[src/rtl/bit_serial_adder.sv]
// Bit-serial unsigned adder: one full-adder step per clock, LSB first,
// with a start/busy/done handshake and a registered result.
`timescale 1ns/1ps
module bit_serial_adder #(
   parameter int WIDTH = 8
) (
   input  logic             clk,
   input  logic             rst,
   input  logic             start,
   input  logic [WIDTH-1:0] a,
   input  logic [WIDTH-1:0] b,
   output logic [WIDTH-1:0] sum,
   output logic             carry_out,
   output logic             busy,
   output logic             done,
   output logic [1:0]       state_dbg
);

   localparam int CW = (WIDTH > 1) ? $clog2(WIDTH) : 1;
   localparam logic [CW-1:0] LAST = CW'(WIDTH - 1);

   typedef enum logic [1:0] {
      IDLE = 2'd0,
      RUN  = 2'd1,
      DONE = 2'd2
   } state_t;

   // Handshake: start is accepted on a rising edge only in IDLE or DONE;
   // busy is high for the WIDTH cycles of RUN, done pulses for one cycle
   // when sum/carry_out take their new value, start during RUN is ignored.
   state_t           state_q;
   logic [WIDTH-1:0] a_sr_q;
   logic [WIDTH-1:0] b_sr_q;
   logic [WIDTH-1:0] res_q;
   logic [WIDTH-1:0] sum_q;
   logic [CW-1:0]    cnt_q;
   logic             c_q;
   logic             carry_q;
   logic             busy_q;
   logic             done_q;

   logic             hs;
   logic             hc;
   logic             s_d;
   logic             c_d;
   logic [WIDTH-1:0] res_d;

   // Half adder on the current bit pair, then fold in the carry flop.
   assign hs    = a_sr_q[0] ^ b_sr_q[0];
   assign hc    = a_sr_q[0] & b_sr_q[0];
   assign s_d   = hs ^ c_q;
   assign c_d   = hc | (c_q & hs);
   assign res_d = {s_d, res_q[WIDTH-1:1]};

   always_ff @(posedge clk or posedge rst) begin
      if (rst) begin
         state_q <= IDLE;
         a_sr_q  <= '0;
         b_sr_q  <= '0;
         res_q   <= '0;
         sum_q   <= '0;
         cnt_q   <= '0;
         c_q     <= 1'b0;
         carry_q <= 1'b0;
         busy_q  <= 1'b0;
         done_q  <= 1'b0;
      end else begin
         case (state_q)
            IDLE, DONE: begin
               done_q <= 1'b0;
               if (start) begin
                  a_sr_q  <= a;
                  b_sr_q  <= b;
                  res_q   <= '0;
                  c_q     <= 1'b0;
                  cnt_q   <= '0;
                  busy_q  <= 1'b1;
                  state_q <= RUN;
               end else begin
                  state_q <= IDLE;
               end
            end
            RUN: begin
               a_sr_q <= a_sr_q >> 1;
               b_sr_q <= b_sr_q >> 1;
               res_q  <= res_d;
               c_q    <= c_d;
               cnt_q  <= cnt_q + CW'(1);
               if (cnt_q == LAST) begin
                  sum_q   <= res_d;
                  carry_q <= c_d;
                  busy_q  <= 1'b0;
                  done_q  <= 1'b1;
                  state_q <= DONE;
               end
            end
            default: begin
               busy_q  <= 1'b0;
               done_q  <= 1'b0;
               state_q <= IDLE;
            end
         endcase
      end
   end

   assign sum       = sum_q;
   assign carry_out = carry_q;
   assign busy      = busy_q;
   assign done      = done_q;
   assign state_dbg = state_q;

endmodule

[config.mk]
export PLATFORM = sky130hd
export DESIGN_NAME = bit_serial_adder
export DESIGN_NICKNAME = d
export VERILOG_FILES = /design/src/rtl/bit_serial_adder.sv
export SDC_FILE = /design/constraint.sdc
export NUM_CORES = 1
export LEC_CHECK = 0
export CORE_UTILIZATION = 45
export CTS_CLUSTER_SIZE = 20
export DETAILED_ROUTE_END_ITERATION = 7
export GPL_TIMING_DRIVEN = 0
export PLACE_DENSITY = 0.71
export REMOVE_ABC_BUFFERS = 1
export SYNTH_ARGS = -nofsm -noshare
export SYNTH_HDL_FRONTEND = slang
export SYNTH_SLANG_ARGS = --single-unit
[constraint.sdc]
create_clock -name clk -period 2 [get_ports clk]
set_input_delay 0.5 -clock clk [delete_from_list [all_inputs] [get_ports clk]]
set_output_delay 0.5 -clock clk [all_outputs]
set_load 0.05 [all_outputs]
==> Yosys cells after proc, flatten, opt, wreduce, memory -nomap -nowiden <==
Cells that the tools add are included.
{ "classes": {"addsub": 1, "n_eq_ne": 5, "n_mux": 18, "n_bitwise": 5, "reduce_logical": 6} }
{ "ops": {"columns": ["cell", "count"], "rows": [
  ["$pmux W8 S2", 3],
  ["$mux W8", 3],
  ["$mux W1", 6],
  ["$pmux W3 S2", 1],
  ["$reduce_and A2 Y1", 3],
  ["$ne A2 B2 Y1 const B", 2],
  ["$pmux W1 S2", 2],
  ["$pmux W2 S2", 1],
  ["$add A3 B1 Y3 const B", 1],
  ["$eq A3 B3 Y1 const B", 1],
  ["$mux W3", 1],
  ["$and A1 B1 Y1", 2],
  ["$eq A2 B1 Y1 const B", 1],
  ["$eq A2 B2 Y1 const B", 1],
  ["$logic_not A2 Y1", 1],
  ["$mux W2", 1],
  ["$reduce_bool A2 Y1", 1],
  ["$reduce_or A2 Y1", 1],
  ["$xor A1 B1 Y1", 2],
  ["$or A1 B1 Y1", 1]
]} }
{ "word_totals": {"reg_bits": 41, "input_bits": 19, "out_inout_bits": 13, "elab_cells": 45} }

==> Logic depth before layout (Yosys ltp) <==
{ "logic_depth": {"depth_word": 4, "mapped_depth": 6, "depth_no_buf": 5} }

==> Worst setup path before layout <==
Ideal clock, no wire load.
{ "synth_timing": {"path_type": "register -> register", "from": "register, netlist name done", "to": "register c_q", "setup_ns": 0.121, "arrival_ns": 1.496, "required_time_ns": 1.879, "slack_ns": 0.383, "stages_incl_launch_ff": 7, "n_path_buf": 3, "period_less_slack_ns": 1.617, "path_cell_list": "dfrtp_1 > buf_6 > nand2b_1 > buf_6 > and2_4 > buf_6 > a22o_1"} }
{ "synth_lines": {"columns": ["element", "line_no", "source"], "rows": [
  ["to (signal assigned)", "63", "c_q <= 1'b0;"],
  ["to (signal assigned)", "75", "c_q <= 1'b0;"],
  ["to (signal assigned)", "87", "c_q <= c_d;"],
  ["to (decl)", "37", "logic c_q;"]
]} }

==> Worst setup path after layout <==
{ "layout_timing": {"from": "register carry_q, in the netlist carry_out", "to": "output port carry_out"} }
{ "layout_lines": {"columns": ["element", "line_no", "source"], "rows": [
  ["from (decl)", "38", "logic carry_q;"],
  ["from (signal assigned)", "64", "carry_q <= 1'b0;"],
  ["from (signal assigned)", "91", "carry_q <= c_d;"],
  ["to (decl)", "13", "output logic carry_out,"]
]} }
No word-level cell between the ends.

==> run_results.csv <==
group,metric,value,unit
synthesis,ys_types,23,
routing,vias_per_cell,5.22,
critical_path,criticalPathCategory,"flop to output pin",
routing,vias,1096,
critical_path,r2r-start,"state_dbg[0]",
clock_tree,clock_path_buffers,2,
critical_path,path_delay_family,"buffers and inverters",
critical_path,r2r-end,"sum[3]",
synthesis,post_synth_most_frequent_cells,"sky130_fd_sc_hd__dfrtp_1, sky130_fd_sc_hd__inv_1, sky130_fd_sc_hd__a21oi_1",
place,place_congestion,0.689,
place,portBuffers,31,
worst_hold_path,worstHoldStart,"busy",
finish,n_antenna_cell,0,
grt,grt_util_all_layers,16.7,%
floorplanning,floorplan.die.height,63.3,µm
synthesis,syn-instance-count,136,
routing,remaining_drc_errors,0,
power_and_ir_drop,total_leakage_power,0.000992,µW
routing,wl_per_cell,13.9,µm
worst_hold_path,min_path_type,"flop to flop",
timing,worstMarginPinSlew,790,ps
synthesis,synth_enable_flop_cells,0,
synthesis,synth.area.top_cells,"sky130_fd_sc_hd__dfrtp_1, sky130_fd_sc_hd__mux2_4, sky130_fd_sc_hd__a22o_1",
floorplanning,die_width,63.3,µm
routing,detailedRoute.firstIterationViolations,69,
floorplanning,floorplan.initialDensity,48.8,%
clock_tree,worst_skew_pair.late_latency,290,ps
synthesis,most_common_flop_cell_mapped_by_yosys,"sky130_fd_sc_hd__dfrtp_1",
place,post-place-cells,203,
worst_hold_path,timing.hold.worst_path_depth,2,
synthesis,yosys.cell_count.top_type,"sky130_fd_sc_hd__dfrtp_1",
grt,grt_max_degree,40,
critical_path,cp-start-kind,"flop",
clock_tree,cts_tree,"yes",
clock_tree,clock_sink_count,39,
flow_run,cap_violations,0,
critical_path,cpMaxStageDelayCell,"sky130_fd_sc_hd__clkdlybuf4s50_1",
critical_path,critical_path.max_fanout,2,
timing,fin_crit_sh,97.2,%
worst_hold_path,min_to,"busy",
clock_tree,clk_pin_slew_worst_paths,70,ps
synthesis,synthesis.yosys.warnings,0,
critical_path,cp_num_buf_inv,1,
floorplanning,floorplan.die_area,4010,µm²
clock_tree,cts-buffers-inserted,5,
finish,num-nets-final,186,
timing,worst_slew_margin_rel,47.2,%
timing,finalHoldViolations,0,
timing,max_clk_rate,514,MHz
power_and_ir_drop,cellPowerDensity,1700,nW/µm²
synthesis,async_flop_share,100,%
finish,layoutNonFillerInstCount,210,
synthesis,post_synth_instance_area,1690,µm²
critical_path,r2r_setup_slack,260,ps
finish,area_used_by_multi_input_combinational_logic,581,µm²
grt,grt_pass1_wl,5110,µm
clock_tree,root_buffer_master,"sky130_fd_sc_hd__clkbuf_8",
timing,report.final.setup_viol,0,
finish,drive_above_1_share,14.0,%
timing,layout_setup_ws,55.3,ps
finish,fillCellCount,308,
critical_path,end_kind,"output pin",
synthesis,synth_largest_area_cell,"sky130_fd_sc_hd__dfrtp_1",
routing,route.antenna.remaining_nets,0,
critical_path,setup.worst_path.start,"carry_out",
grt,grt_pass1_vias,1144,
floorplanning,rows,21,
finish,fin_area,2070,µm²
grt,globalRoute.totalOverflow,0,
synthesis,synthDominantCellAreaShare,57.6,%
timing,period_needed,1940,ps
critical_path,worst-path-stages,1,
place,dpl_cell_area,1980,µm²
critical_path,crit_path_max_incr_delay,800,ps
routing,wirelength,2920,µm
floorplanning,number_of_primary_i_o_pins,32,
synthesis,synth_sequential_area_ratio,57.6,%
critical_path,worstPathRequired,1500,ps
grt,grt_antenna_before_repair,0,
clock_tree,post_cts.repair.setup_buffers,0,
synthesis,synth.avg_cell_area,12.4,µm²
floorplanning,floorplan.core_area,3470,µm²
timing,maxSlewViolCount,0,
clock_tree,htree_levels,2,
timing,unrepaired_setup_endpoints_after_global_routing,"no",
synthesis,ys_seq_elements,39,
place,dpl.hpwl,1970,µm
power_and_ir_drop,vdd_drop_max,572,µV
routing,detailedRoute.firstPassIterationCount,4,
finish,layout-area-overhead-vs-synth,22.2,%
critical_path,worst_r2r_path_depth,3,
critical_path,critPathArrivalTime,1440,ps
critical_path,cp_cell_sequence,"clkdlybuf4s50_1",
timing,clock-skew-final,7.24,ps
finish,ff_latch_area,976,µm²
run_status,status,"complete, no violations",
place,place_ws,-271,ps
timing,hold_ws,495,ps
[worst max path at each step]
stage | end | slack, ps
5_1_grt | sum[7] | 0.7
3_5_place_dp | c_q | -270
2_1_floorplan | carry_out | -60
4_1_cts | sum[3] | 5
3_3_place_gp | cnt_q[2] | -220
6_report | carry_out | 60
[what timing repair did]
item | CTS | global route
endpoints found under the setup margin | 3 | 30
resized for setup | 3 | 4
hold buffers | 0 | 0
[routing by layer]
layer	vias up	wire length, µm	track usage (%)	share of wire [%]
li1	530	-	-	-
met1	535	1280	19.3	44
met2	28	1450	27.7	50
met3	3	151	7.25	5.2
met4	0	39	5.11	1.3
met5	-	0	0	0
[placed cells by master, fill, tap and decap left out, drive strengths merged]
| master | instances |
|---|---|
| a211oi | 1 |
| a21oi | 14 |
| a22o | 10 |
| and2 | 1 |
| clkbuf | 6 |
| clkdlybuf4s15 | 1 |
| clkdlybuf4s50 | 27 |
| clkinv | 1 |
| dfrtp | 39 |
| dlygate4sd2 | 2 |
| dlymetal6s2s | 1 |
| fa | 1 |
| ha | 2 |
| inv | 15 |
| mux2 | 11 |
| mux2i | 3 |
| nand2 | 3 |
| nand2b | 2 |
| nand3 | 3 |
| nor2 | 1 |
| nor2b | 2 |
| o21ai | 5 |
| o22ai | 13 |
[logic make-up (layout without fill, tap and decap cells)]
group | count (synthesis) | in the layout | share of synthesized area (%)
AOI/OAI and AO/OA | 43 | 43 | 16.0
DFF | 39 | 39 | 57.6
buffers and inverters | 25 | 53 | 8.35
muxes | 14 | 14 | 11.1
and+or+nand+nor | 12 | 12 | 4.21
adders and majority gates | 3 | 3 | 2.66
[cell type report]
cell class	instances	area share, %
timing repair buffer	31	15.0
clock buffer	6	3.99
clock inverter	1	0.242
tap	46	2.78
inverter	15	2.72
multi-input combinational	72	28.1
sequential	39	47.2
[sequential cells by signal, summed over array words and instances, names as in the netlist]
register,count
sum,8
a_sr_q,8
c_q,1
busy,1
res_q,7
b_sr_q,8
done,1
cnt_q,3
state_dbg,1
carry_out,1
[where the power goes]
group / switching, µW / internal (µW)
sequential: 252 / 1150
combinational: 881 / 708
clock: 256 / 270
total: 1390 / 2130
[through the flow]
step                      TNS, ps  util [%]  total power (µW)
after global placement     -10360      57.0              2960
after floorplan              -969         -              2560
after detailed placement    -4910      57.0              3030
final                           0      59.6              3520
after global routing            0      59.6              3770
after CTS                       0      59.4              3550
[worst reg2reg max path: stages (launching register included)]
cell and delay, ps:
sky130_fd_sc_hd__dfrtp_1 570, sky130_fd_sc_hd__nor2b_2 500, sky130_fd_sc_hd__nand2_4 220, sky130_fd_sc_hd__mux2_4 340
(Power assumes the default switching activity.)
==> patch: new RTL, config.mk and constraints unchanged <==
Change the parameter `WIDTH` from 8 to 4.
--- a/src/rtl/bit_serial_adder.sv
+++ b/src/rtl/bit_serial_adder.sv
@@ -2,7 +2,7 @@
 // with a start/busy/done handshake and a registered result.
 `timescale 1ns/1ps
 module bit_serial_adder #(
-   parameter int WIDTH = 8
+   parameter int WIDTH = 4
 ) (
    input  logic             clk,
    input  logic             rst,
Interface: changed (resized a, b and sum); port bits go from 32 to 20. The function was not compared with the original's and may differ.
==> patch against the original RTL <==
  * Global-route usage down 0.47 points
  * Wire length down 41%
  * Area after synthesis down 43%
  * Hold slack better by 0.0060 ns
  * Worst setup slack worse by 0.0036 ns
  * Sequential cell count down 17
  * Utilization up 0.49 points
  * Power down 40%
  * Cell area down 42%
  * Highest routed layer is now met3
==> patch: results (changes against the original RTL) <==
metric	value	unit	change
Hold Path Class	flop to flop		
Critical Path End	sum[1]		
crit path kind	flop to output port		
hold depth	1		-1
Num Clock Sinks	22		-44%
placer congestion estimate	0.717		+4.1%
share of post-route cells with drive strength above 1	16.7	%	+2.6 points
Critical Path Start	sum[1]		
I/O Buffers	19		-39%
H-tree depth	1		-1
post-synthesis adder-cell area fraction	3.35	%	+0.69 points
ClkCell Share	3.01	%	-1.2 points
initial drt markers	6		-91%
Lkg Pwr	0.624	nW	-37%
Total Routing Usage GR	16.2	%	-0.47 points
fillers	180		-42%
Seq/Total Area, Yosys	56.7	%	-0.95 points
Hold EP	a_sr_q[2]		
fraction of area in multi-input gates	31.9	%	+3.8 points
final WL	1710	um	-41%
syn avg cell area	12.6	um^2	+1.3%
vias in the first global route	636		-44%
Non-CTS inverters	2		-13
Cell Area, Placed	1170	um^2	-41%
post-synthesis xor/xnor area fraction	0.902	%	+0.90 points
outcome	complete, no violations		
Synth top cells by count	dfrtp_1, nor2_1, a22o_1, mux2_4		
NonClk Buf Share	15.9	%	+0.90 points
via-per-instance ratio	5.23		+0.16%
Synth Area in Compound Gates	12.4	%	-3.7 points
CLK BUF	4		-2
NetSw	0.000899	W	-35%
Non-clk bufs	19		-39%
Worst R2R Start	state_dbg[0]		
register area	551	um^2	-44%
multiplexer area fraction after synthesis	9.79	%	-1.3 points
Cell variety after synth	27		+17%
Reg clk slew, reported paths	0.12	ns	+0.05 ns
clock root buffer	clkbuf_4		
Min-Delay Startpoint	a_sr_q[2]		
clk_skew	0.00222	ns	-0.00502 ns
top cells by area, synth	dfrtp_1, mux2_4, a22o_1		
Min Hold Slack	0.501	ns	+0.00605 ns
count of multi-input combinational gates	49		-32%
Worst R2R Setup Slack	0.17	ns	-0.09 ns
Die X	48.5	um	-24%
Layout Cells excl Fill	123		-41%
CTS buffer count	3		-2
pin count of the biggest net entering global routing	23		-43%
Final nets	110		-41%
peak supply drop	0.982	mV	+72%
dpl hpwl	1210	um	-39%
## patch: power groups by stage
stage / sequential, W / clock (W) / combinational [W]
final: 0.000814 / 0.000236 / 0.00107
after global routing: 0.000849 / 0.000263 / 0.00113
after CTS: 0.000817 / 0.000246 / 0.00108
after detailed placement: 0.000825 / 0 / 0.00110
after global placement: 0.000816 / 0 / 0.00107
after floorplan: 0.00105 / 0 / 0.000550
## patch: through the flow
stage | setup slack, ns | utilization [%]
after detailed placement | 0.0856 | 58.3
final | 0.0517 | 60.1
after CTS | 0.0155 | 59.8
after floorplan | 0.0975 | -
after global routing | 0.00604 | 60.1
after global placement | 0.0881 | 58.3
## patch: metal layers
layer	GRT usage (%)	routed length, um	vias up
li1	-	-	313
met1	21.7	804	311
met2	27.9	825	19
met3	1.89	83	0
met4	4.41	0	0
met5	0	0	-
## patch: repair_timing
action / in CTS / in global routing
pin swaps: 0 / 0
endpoints found under the setup margin: 4 / 5
gates resized for setup: 4 / 6
hold endpoints to repair: 0 / 0
